`config.mk`:
```
export PLATFORM = sky130hd
export DESIGN_NAME = qspi_matmul_nxn
export DESIGN_NICKNAME = d
export VERILOG_FILES = /design/src/rtl/qspi_matmul_nxn.sv
export SDC_FILE = /design/constraint.sdc
export NUM_CORES = 1
export LEC_CHECK = 0
export CAP_MARGIN = 40
export CORE_ASPECT_RATIO = 0.75
export CORE_MARGIN = 1
export CORE_UTILIZATION = 55
export DETAILED_ROUTE_END_ITERATION = 16
export HOLD_SLACK_MARGIN = 0.15
export PLACE_DENSITY = 0.71
export SYNTH_ARGS = -nofsm -noshare
export SYNTH_HDL_FRONTEND = slang
export SYNTH_SLANG_ARGS = --single-unit
```
`constraint.sdc`:
```
create_clock -name clk -period 6.5 [get_ports clk]
set_input_delay 1.3 -clock clk [delete_from_list [all_inputs] [get_ports clk]]
set_output_delay 1.3 -clock clk [all_outputs]
set_load 0.05 [all_outputs]
```
`src/rtl/qspi_matmul_nxn.sv`:
```
// qspi_matmul_nxn
//   Computes C = A x B for NxN unsigned matrices loaded over a 4-bit QSPI-style
//   host link. The first byte of each chip-select frame is a command:
//     0x10 load A, load B, compute, stream C
//     0x20 load B only and reuse the stored A (only if A is valid)
//     0x30 re-stream the stored C (all zero nibbles if C was never computed)
//     other: ignore the frame until cs_n rises
//   The products are formed one per clk by a single time-shared MAC.
//
// Ports
//   clk          system clock
//   rst_n        asynchronous active-low reset
//   qspi_clk     host serial clock (async, synchronised, edges detected in clk domain)
//   qspi_cs_n    host chip select, active low (synchronised)
//   qspi_io_in   host data nibble, sampled on synchronised qspi_clk rise
//   qspi_io_out  result nibble
//   qspi_io_oe   4'hF while driving results, else 4'h0
//   busy         high from the first command nibble until the FSM returns to IDLE
//   done         one-clk pulse after the last result nibble has been sent
module qspi_matmul_nxn #(
  parameter int N     = 2,
  parameter int DW    = 8,
  parameter int ACC_W = 2*DW + $clog2(N)
) (
  input  logic       clk,
  input  logic       rst_n,
  input  logic       qspi_clk,
  input  logic       qspi_cs_n,
  input  logic [3:0] qspi_io_in,
  output logic [3:0] qspi_io_out,
  output logic [3:0] qspi_io_oe,
  output logic       busy,
  output logic       done
);

  localparam int EN    = DW / 4;
  localparam int NIB_R = (ACC_W + 3) / 4;
  localparam int NN    = N * N;
  localparam int N3    = N * N * N;
  localparam int PW    = NIB_R * 4;
  localparam int MW    = 2 * DW;
  localparam int NC_W  = (EN > 1) ? $clog2(EN) : 1;
  localparam int EI_W  = $clog2(NN);
  localparam int CI_W  = $clog2(N);
  localparam int CY_W  = $clog2(N3 + 1);
  localparam int ON_W  = (NIB_R > 1) ? $clog2(NIB_R) : 1;

  typedef enum logic [2:0] {
    S_IDLE,
    S_CMD,
    S_LOAD_A,
    S_LOAD_B,
    S_COMPUTE,
    S_OUTPUT,
    S_IGNORE
  } state_t;

  state_t state, state_n;

  // synchronisers and edge detection
  logic       qclk_s1, qclk_s2, qclk_d;
  logic       cs_s1, cs_s2;
  logic [3:0] io_s1, io_s2;

  // front end
  logic [3:0]      cmd_hi;
  logic            cmd_half;
  logic [NC_W-1:0] nib_cnt;
  logic [EI_W-1:0] elem_idx;
  logic [DW-1:0]   elem_shift;
  logic            a_valid, c_valid;

  // storage
  logic [DW-1:0]    a_mem   [NN];
  logic [DW-1:0]    b_mem   [NN];
  logic [ACC_W-1:0] c_mem   [NN];
  logic [ACC_W-1:0] c_stage [NN];

  // MAC
  logic [CY_W-1:0]  cyc;
  logic [CI_W-1:0]  ci, cj, ck;
  logic             p_val, p_first, p_last;
  logic [EI_W-1:0]  p_idx;
  logic [MW-1:0]    prod;
  logic [ACC_W-1:0] acc;

  // output
  logic [EI_W-1:0] out_e;
  logic [ON_W-1:0] out_n;
  logic            out_armed;

  // combinational helpers
  logic             q_rise, q_fall, smp, abort;
  logic             elem_done, last_elem, comp_end, comp_done, issue;
  logic             out_last, out_step, done_set;
  logic [7:0]       cmd_byte;
  logic [DW-1:0]    elem_val;
  logic [EI_W-1:0]  a_sel, b_sel, c_sel;
  logic [ACC_W-1:0] acc_sum;
  logic [PW-1:0]    cur_pad;
  logic [3:0]       cur_nib;

  always_ff @(posedge clk or negedge rst_n) begin
    if (!rst_n) begin
      qclk_s1 <= 1'b0;
      qclk_s2 <= 1'b0;
      qclk_d  <= 1'b0;
      cs_s1   <= 1'b1;
      cs_s2   <= 1'b1;
      io_s1   <= '0;
      io_s2   <= '0;
    end else begin
      qclk_s1 <= qspi_clk;
      qclk_s2 <= qclk_s1;
      qclk_d  <= qclk_s2;
      cs_s1   <= qspi_cs_n;
      cs_s2   <= cs_s1;
      io_s1   <= qspi_io_in;
      io_s2   <= io_s1;
    end
  end

  always_comb begin
    q_rise    = qclk_s2 & ~qclk_d;
    q_fall    = ~qclk_s2 & qclk_d;
    smp       = q_rise & ~cs_s2;
    abort     = cs_s2 && (state != S_IDLE);
    elem_done = smp && (nib_cnt == NC_W'(EN - 1));
    last_elem = (elem_idx == EI_W'(NN - 1));
    cmd_byte  = {cmd_hi, io_s2};
    elem_val  = DW'({elem_shift, io_s2});
    comp_end  = (cyc == CY_W'(N3));
    issue     = (cyc < CY_W'(N3));
    a_sel     = EI_W'(ci) * EI_W'(N) + EI_W'(ck);
    b_sel     = EI_W'(ck) * EI_W'(N) + EI_W'(cj);
    c_sel     = EI_W'(ci) * EI_W'(N) + EI_W'(cj);
    acc_sum   = (p_first ? '0 : acc) + ACC_W'(prod);
    out_last  = (out_e == EI_W'(NN - 1)) && (out_n == ON_W'(NIB_R - 1));
    // A fall only advances after a rise has been seen in OUTPUT, so the fall
    // that trails the command/last-load nibble never skips C[0][0]'s MS nibble.
    out_step  = q_fall && out_armed;
  end

  always_comb begin
    state_n  = state;
    done_set = 1'b0;
    if (abort) begin
      state_n = S_IDLE;
    end else begin
      case (state)
        S_IDLE:    if (!cs_s2) state_n = S_CMD;
        S_CMD: begin
          if (smp && cmd_half) begin
            if (cmd_byte == 8'h10)                 state_n = S_LOAD_A;
            else if (cmd_byte == 8'h20 && a_valid) state_n = S_LOAD_B;
            else if (cmd_byte == 8'h30)            state_n = S_OUTPUT;
            else                                   state_n = S_IGNORE;
          end
        end
        S_LOAD_A:  if (elem_done && last_elem) state_n = S_LOAD_B;
        S_LOAD_B:  if (elem_done && last_elem) state_n = S_COMPUTE;
        S_COMPUTE: if (comp_end) state_n = S_OUTPUT;
        S_OUTPUT: begin
          if (out_step && out_last) begin
            state_n  = S_IDLE;
            done_set = 1'b1;
          end
        end
        default: ;
      endcase
    end
    comp_done = (state == S_COMPUTE) && (state_n == S_OUTPUT);
  end

  always_ff @(posedge clk or negedge rst_n) begin
    if (!rst_n) state <= S_IDLE;
    else        state <= state_n;
  end

  always_ff @(posedge clk or negedge rst_n) begin
    if (!rst_n) begin
      cmd_hi     <= '0;
      cmd_half   <= 1'b0;
      nib_cnt    <= '0;
      elem_idx   <= '0;
      elem_shift <= '0;
      a_valid    <= 1'b0;
      c_valid    <= 1'b0;
      for (int unsigned e = 0; e < NN; e++) begin
        a_mem[e]   <= '0;
        b_mem[e]   <= '0;
        c_mem[e]   <= '0;
        c_stage[e] <= '0;
      end
      cyc       <= '0;
      ci        <= '0;
      cj        <= '0;
      ck        <= '0;
      p_val     <= 1'b0;
      p_first   <= 1'b0;
      p_last    <= 1'b0;
      p_idx     <= '0;
      prod      <= '0;
      acc       <= '0;
      out_e     <= '0;
      out_n     <= '0;
      out_armed <= 1'b0;
      done      <= 1'b0;
    end else begin
      done <= done_set;

      // Any state change (including abort) discards partial nibble/element progress.
      if (state_n != state) begin
        cmd_half   <= 1'b0;
        nib_cnt    <= '0;
        elem_idx   <= '0;
        elem_shift <= '0;
      end else if (smp) begin
        if (state == S_CMD) begin
          cmd_hi   <= io_s2;
          cmd_half <= 1'b1;
        end else if (state == S_LOAD_A || state == S_LOAD_B) begin
          if (nib_cnt == NC_W'(EN - 1)) begin
            nib_cnt    <= '0;
            elem_shift <= '0;
            elem_idx   <= elem_idx + EI_W'(1);
          end else begin
            nib_cnt    <= nib_cnt + NC_W'(1);
            elem_shift <= elem_val;
          end
        end
      end

      if (state == S_LOAD_A && elem_done) a_mem[elem_idx] <= elem_val;
      if (state == S_LOAD_B && elem_done) b_mem[elem_idx] <= elem_val;

      if (state == S_LOAD_A) begin
        if (abort)                       a_valid <= 1'b0;
        else if (elem_done && last_elem) a_valid <= 1'b1;
      end

      // Two-stage MAC: multiply in stage 1, accumulate in stage 2. Results go to
      // c_stage and are copied to c_mem only on completion, so an aborted
      // compute leaves the previous C intact.
      if (state != S_COMPUTE) begin
        cyc   <= '0;
        ci    <= '0;
        cj    <= '0;
        ck    <= '0;
        p_val <= 1'b0;
      end else begin
        cyc   <= cyc + CY_W'(1);
        p_val <= issue;
        if (issue) begin
          prod    <= MW'(a_mem[a_sel]) * MW'(b_mem[b_sel]);
          p_first <= (ck == '0);
          p_last  <= (ck == CI_W'(N - 1));
          p_idx   <= c_sel;
          if (ck == CI_W'(N - 1)) begin
            ck <= '0;
            if (cj == CI_W'(N - 1)) begin
              cj <= '0;
              ci <= ci + CI_W'(1);
            end else begin
              cj <= cj + CI_W'(1);
            end
          end else begin
            ck <= ck + CI_W'(1);
          end
        end
        if (p_val) begin
          acc <= acc_sum;
          if (p_last) c_stage[p_idx] <= acc_sum;
        end
        if (comp_done) begin
          for (int unsigned e = 0; e < NN; e++)
            c_mem[e] <= (EI_W'(e) == p_idx) ? acc_sum : c_stage[e];
          c_valid <= 1'b1;
        end
      end

      if (state != S_OUTPUT) begin
        out_e     <= '0;
        out_n     <= '0;
        out_armed <= 1'b0;
      end else if (smp) begin
        out_armed <= 1'b1;
      end else if (out_step && !out_last) begin
        out_armed <= 1'b0;
        if (out_n == ON_W'(NIB_R - 1)) begin
          out_n <= '0;
          out_e <= out_e + EI_W'(1);
        end else begin
          out_n <= out_n + ON_W'(1);
        end
      end
    end
  end

  always_comb begin
    cur_pad = c_valid ? PW'(c_mem[out_e]) : '0;
    cur_nib = '0;
    for (int unsigned n = 0; n < NIB_R; n++)
      if (out_n == ON_W'(n)) cur_nib = cur_pad[(NIB_R - 1 - n) * 4 +: 4];
  end

  assign qspi_io_oe  = (state == S_OUTPUT && !cs_s2) ? 4'hF : 4'h0;
  assign qspi_io_out = (state == S_OUTPUT && !cs_s2) ? cur_nib : 4'h0;
  assign busy        = (state != S_IDLE) && !(state == S_CMD && !cmd_half);

endmodule

```
### Word-level counts from Yosys, hierarchy flattened

Index checks and enable logic that the tools add are counted.

* bits in registers: 282
* bits in latches: 0
* bits in writable memories: 0
* memory bits (read-only): 0
* input port bits: 8
* word-level logic and storage cells: 241
* memories: 0

* add/subtract/negate cells: 12
* $mul: 1
* div/mod/pow operators: 0
* $lt $le $gt $ge: 8
* eq/ne operators: 24
* shift operators: 0
* mux-type cells: 87
* bitwise gates (word level): 14
* reduce and logical (&&, ||, !) cells: 50

Operator list (count)
* 2-to-1 mux 17 bit: 9
* bitwise mux 68 bit: 1
* bitwise mux 32 bit: 2
* 2-to-1 mux 4 bit: 13
* 2-to-1 mux 8 bit: 5
* 2-to-1 mux 3 bit: 13
* binary-select mux 17 bit (select 2 bit): 1
* demux 17 bit (select 2 bit): 1
* binary-select mux 8 bit (select 2 bit): 2
* 2-to-1 mux 1 bit: 28
* 2-to-1 mux 2 bit: 10
* nonzero test 2 bit: 10
* one-hot mux 3 bit (6 select lines): 1
* adder 17 x 16 -> 17 bit: 1
* logical AND 1 bit: 17
* demux 8 bit (select 2 bit): 1
* equality test 8 x 6 -> 1 bit, second input constant: 2
* multiplier 8 x 8 -> 16 bit: 1
* greater-or-equal comparator 3 bit, second input constant: 5
* NOT 2 -> 3 bit: 5
* AND reduction 3 bit: 5
* AND reduction 2 bit: 7
* equality test 3 x 2 -> 1 bit, second input constant: 4
* equality test 3 bit, second input constant: 4
* other kinds (25): 48

### Logic depth before layout (Yosys ltp)

* depth in word-level cells: 11
* depth in mapped cells: 20
* depth with buffers taken out: 18

### Worst setup path before layout

No wires, ideal clock.

* path kind: reg-to-reg
* start point: reg ck
* end point: reg prod[15]
* arrival: 5218 ps
* path slack: 1147 ps
* cell stages (with the launch flop): 20
* path buffers: 2
* period minus slack after synthesis: 5353 ps
* cells stage by stage: dfrtp_1 -> clkbuf_1 -> clkbuf_1 -> mux4_2 -> nand2_1 -> fa_1 -> fa_1 -> inv_1 -> fa_1 -> inv_1 -> fa_1 -> inv_1 -> ha_1 -> o21a_1 -> o31a_1 -> nor4_1 -> o31ai_1 -> o41ai_1 -> xnor2_1 -> o21ai_0

* word-level cells in the longest chain between the ends: 6
* elaborated cells between the ends (all ways): 11
* classes of those cells: add/sub (2); mul (1); mux (6); bitwise (2)

RTL lines
* start: declaration: RTL line 81 `logic [CI_W-1:0] ci, cj, ck;`
* start signal: assignment: RTL line 268 `ck <= ck + CI_W'(1);`
* adder 2 x 1 -> 2 bit, on equally long branches: RTL line 134, 135
* NOT 2 -> 3 bit (not written as such): RTL line 255 `prod <= MW'(a_mem[a_sel]) * MW'(b_mem[b_sel]);`
* binary-select mux 8 bit (select 2 bit): RTL line 255
* 2-to-1 mux 8 bit (not written as such) (2 in series): RTL line 255
* multiplier 8 x 8 -> 16 bit *: RTL line 255
* end signal: assignment: RTL line 255
* end: declaration: RTL line 84 `logic [MW-1:0] prod;`

Mark *: on every way between the ends. The rest lies on a longest branch, timed or not. The select of a mux whose other input is x is not followed.
A chain may end at the register's enable or synchronous reset.

### Final worst setup path

Ends and elaborated chain as after synthesis.

==> results.toml <==
[outcome]
status = "completed"

[power_and_ir_drop]
cellPowerDensity_nw_per_um2 = 215
cellLeakagePower_uw = 0.00779
peakVddDrop_mv = 0.222

[synth]
netlist_top_cells_count = "dfrtp_1 (280), nand2_1 (208), o21ai_0 (164), nor2_1 (88), mux2_2 (74)"
synth.most_common_cell = "dfrtp_1"
ys_seq_area_share_pct = 46.4
synth_top_area_share_pct = 46.0
yosys_warnings = 0
synthTopCellsByArea = "dfrtp_1 (46%), mux2_2 (5.5%), o21ai_0 (5.4%)"
syn_avg_cell_area_um2 = 10.3
yosys.area.top_type = "dfrtp_1"
ys_ff_latch = 282
mappedNetlistArea_um2 = 15200
synthFlopType = "dfrtp_1"
syn-num-nets = 1582
synth_cell_types = 67
synthArstFlopShare_pct = 100
synth-edff-count = 0
syn_inst = 1473

[die]
die_w_um = 194
coreArea_um2 = 27100
io_pins = 18
die_h_um = 146
die_area_um2 = 28400
fp-row-count = 52
start_util_pct = 56.2

[worst_setup_path]
crit_path_end_kind = "flop"
path_cells = "mux4_2 > nand2_1 > fa_1 > fa_1 > inv_1 > fa_1 > inv_1 > fa_1 > inv_1 > ha_1 > o21a_1 > o31a_1 > nor4_1 > o31ai_1 > o41ai_1 > xnor2_1 > o21ai_0"
worst_path_dominant_cell_family = "adder cells"
critPathSlowestCell = "dfrtp_1"
startpoint_type = "flop"
crit_buf_inv = 3
path_common_cell = "fa_1"
crit_fanout = 16
crit_required_ns = 6.92
critical_path_class = "reg -> reg"
crit_arrival_ns = 6.05
crit_path_max_incr_delay_ns = 0.82

[finish]
seq_area_um2 = 7060
fin_area_um2 = 16600
drive_gt1_share_pct = 12.5
multi_input_area_um2 = 7570
syn_to_final_growth_pct = 9.05
antennaDiodeCount = 0
num-nets-final = 1556
fillerInstances = 2212

[route]
dr.pass1.iters = 5
wl_um = 34000
drcViolationCount = 0
vias_per_cell = 5.85
vias = 10700
ant_nets = 0
wl_per_cell_um = 18.7
drtIter0Drc = 678

[clock_tree]
htreeDepth = 1
cts_max_path_buffers = 3
cts.repair.resized = 0
cts_root_buf = "clkbuf_16"
holdBufCountCts = 0
clkTransAtPathRegs_ns = 0.06
cts_tree = "built"
clock_sinks = 282
numCtsBuffers = 29
postCtsSetupRepairBufs = 0
clk_latency_ns = 0.58

[timing]
max_slew_margin_pct = 33.3
hold_viol = 0
worstMarginPinSlew_ns = 1.00
timing.hold.ws_ns = 0.348
setup_tns_ns = 0
rsz0062_at_grt = "false"
max_freq_mhz = 178
period_share_pct = 86.5
skew_ns = 0.0265
fin_crit_ns = 5.62
final_max_slew_viol_count = 0
finalSetupViolations = 0

[placement]
placed_cell_area_um2 = 15600
post-dp-hpwl_um = 23300
portBuffers = 17
place_congestion = 0.862

[grt]
grt_max_degree = 159
grt_first_pass_wirelength_um = 57600
grt_usage_pct = 25.3
gr-usage-met3_pct = 3.51
grt_pass1_vias = 10700
top_usage_layer = "met1"
overflow = 0
use_met1_pct = 40.2
grt_antenna_before_repair = 0
met2_usage_pct = 37.3

[hold_path]
hold_class = "reg -> reg"

[job]
drv_cap = 0
routing by layer:
layer,wire length [um],vias up
met5,0,-
met4,523,0
met3,1700,39
met2,14700,245
met1,17100,5346
li1,-,5021
logic make-up (layout without fill, tap and decap cells):
kind of cell / count (synthesis) / count (layout) / share of synthesized area [%]
simple gates: 466 / 466 / 14.2
compound gates: 322 / 322 / 12.4
flops: 282 / 282 / 46.4
buf+inv: 151 / 147 / 3.94
mux: 118 / 118 / 11.1
fa+ha+maj: 101 / 101 / 10.1
xor+xnor: 33 / 33 / 1.90
per-stage QoR:
| step | setup slack (ns) | std cells | utilization (%) | power [uW] |
|---|---|---|---|---|
| floorplan | 1.15 | 1473 | - | 1840 |
| finish | 0.877 | 1820 | 61.3 | 3570 |
| global route | 0.418 | 1820 | 61.3 | 3670 |
| global placement | 1.02 | 1767 | 57.7 | 1890 |
| detailed placement | 0.865 | 1767 | 57.7 | 1890 |
| CTS | 0.823 | 1820 | 61.3 | 3600 |
where the power goes:
group | switching [uW] | internal, uW
registers | 20.8 | 1770
clock network | 710 | 996
logic | 48.4 | 21.6
final timing paths:
kind	startpoint	to	slack (ns)	cells past startpoint
min in group asynchronous	rst_n	prod[15]$_DFFE_PN0P_	0.76	1
min	io_s1[2]$_DFF_PN0_	io_s2[2]$_DFF_PN0_	0.35	0
max	ck$_DFFE_PN0P_	prod[15]$_DFFE_PN0P_	0.88	17
max reg2reg	ck$_DFFE_PN0P_	prod[15]$_DFFE_PN0P_	0.88	17
max in group asynchronous	rst_n	c_stage[2]$_DFFE_PN0P_	4.38	2
min reg2reg	io_s1[2]$_DFF_PN0_	io_s2[2]$_DFF_PN0_	0.35	0
layout make-up:
cell class / count / share of cell area (%)
multi-input cells: 1040 / 45.6
inverters: 63 / 1.42
clock inverters: 10 / 0.754
well taps: 351 / 2.65
flip-flops and latches: 282 / 42.5
repair buffers: 31 / 1.84
clock buffers: 43 / 5.17
placed cells by master, fill, tap and decap left out, types with 17 or more instances in the layout:
cell type,instances
dfrtp_1,280
o21a_1,17
ha_1,64
fa_1,37
inv_1,63
nand2_1,208
nor2_1,88
nand3_1,22
mux4_2,33
xnor2_1,17
nor2b_1,24
o21ai_0,164
mux2_2,74
and2_1,55
a21oi_1,71
clkbuf_16,29
state kept, by name, indices dropped and copies added, names as in the netlist, 3 cells and up:
name,cells
cyc,4
c_mem,68
cmd_hi,4
elem_shift,4
acc,17
a_mem,32
state,3
c_stage,68
out_n,3
b_mem,32
io_s2,4
prod,16
io_s1,4
No activity file was read; power rests on OpenSTA's default activity.
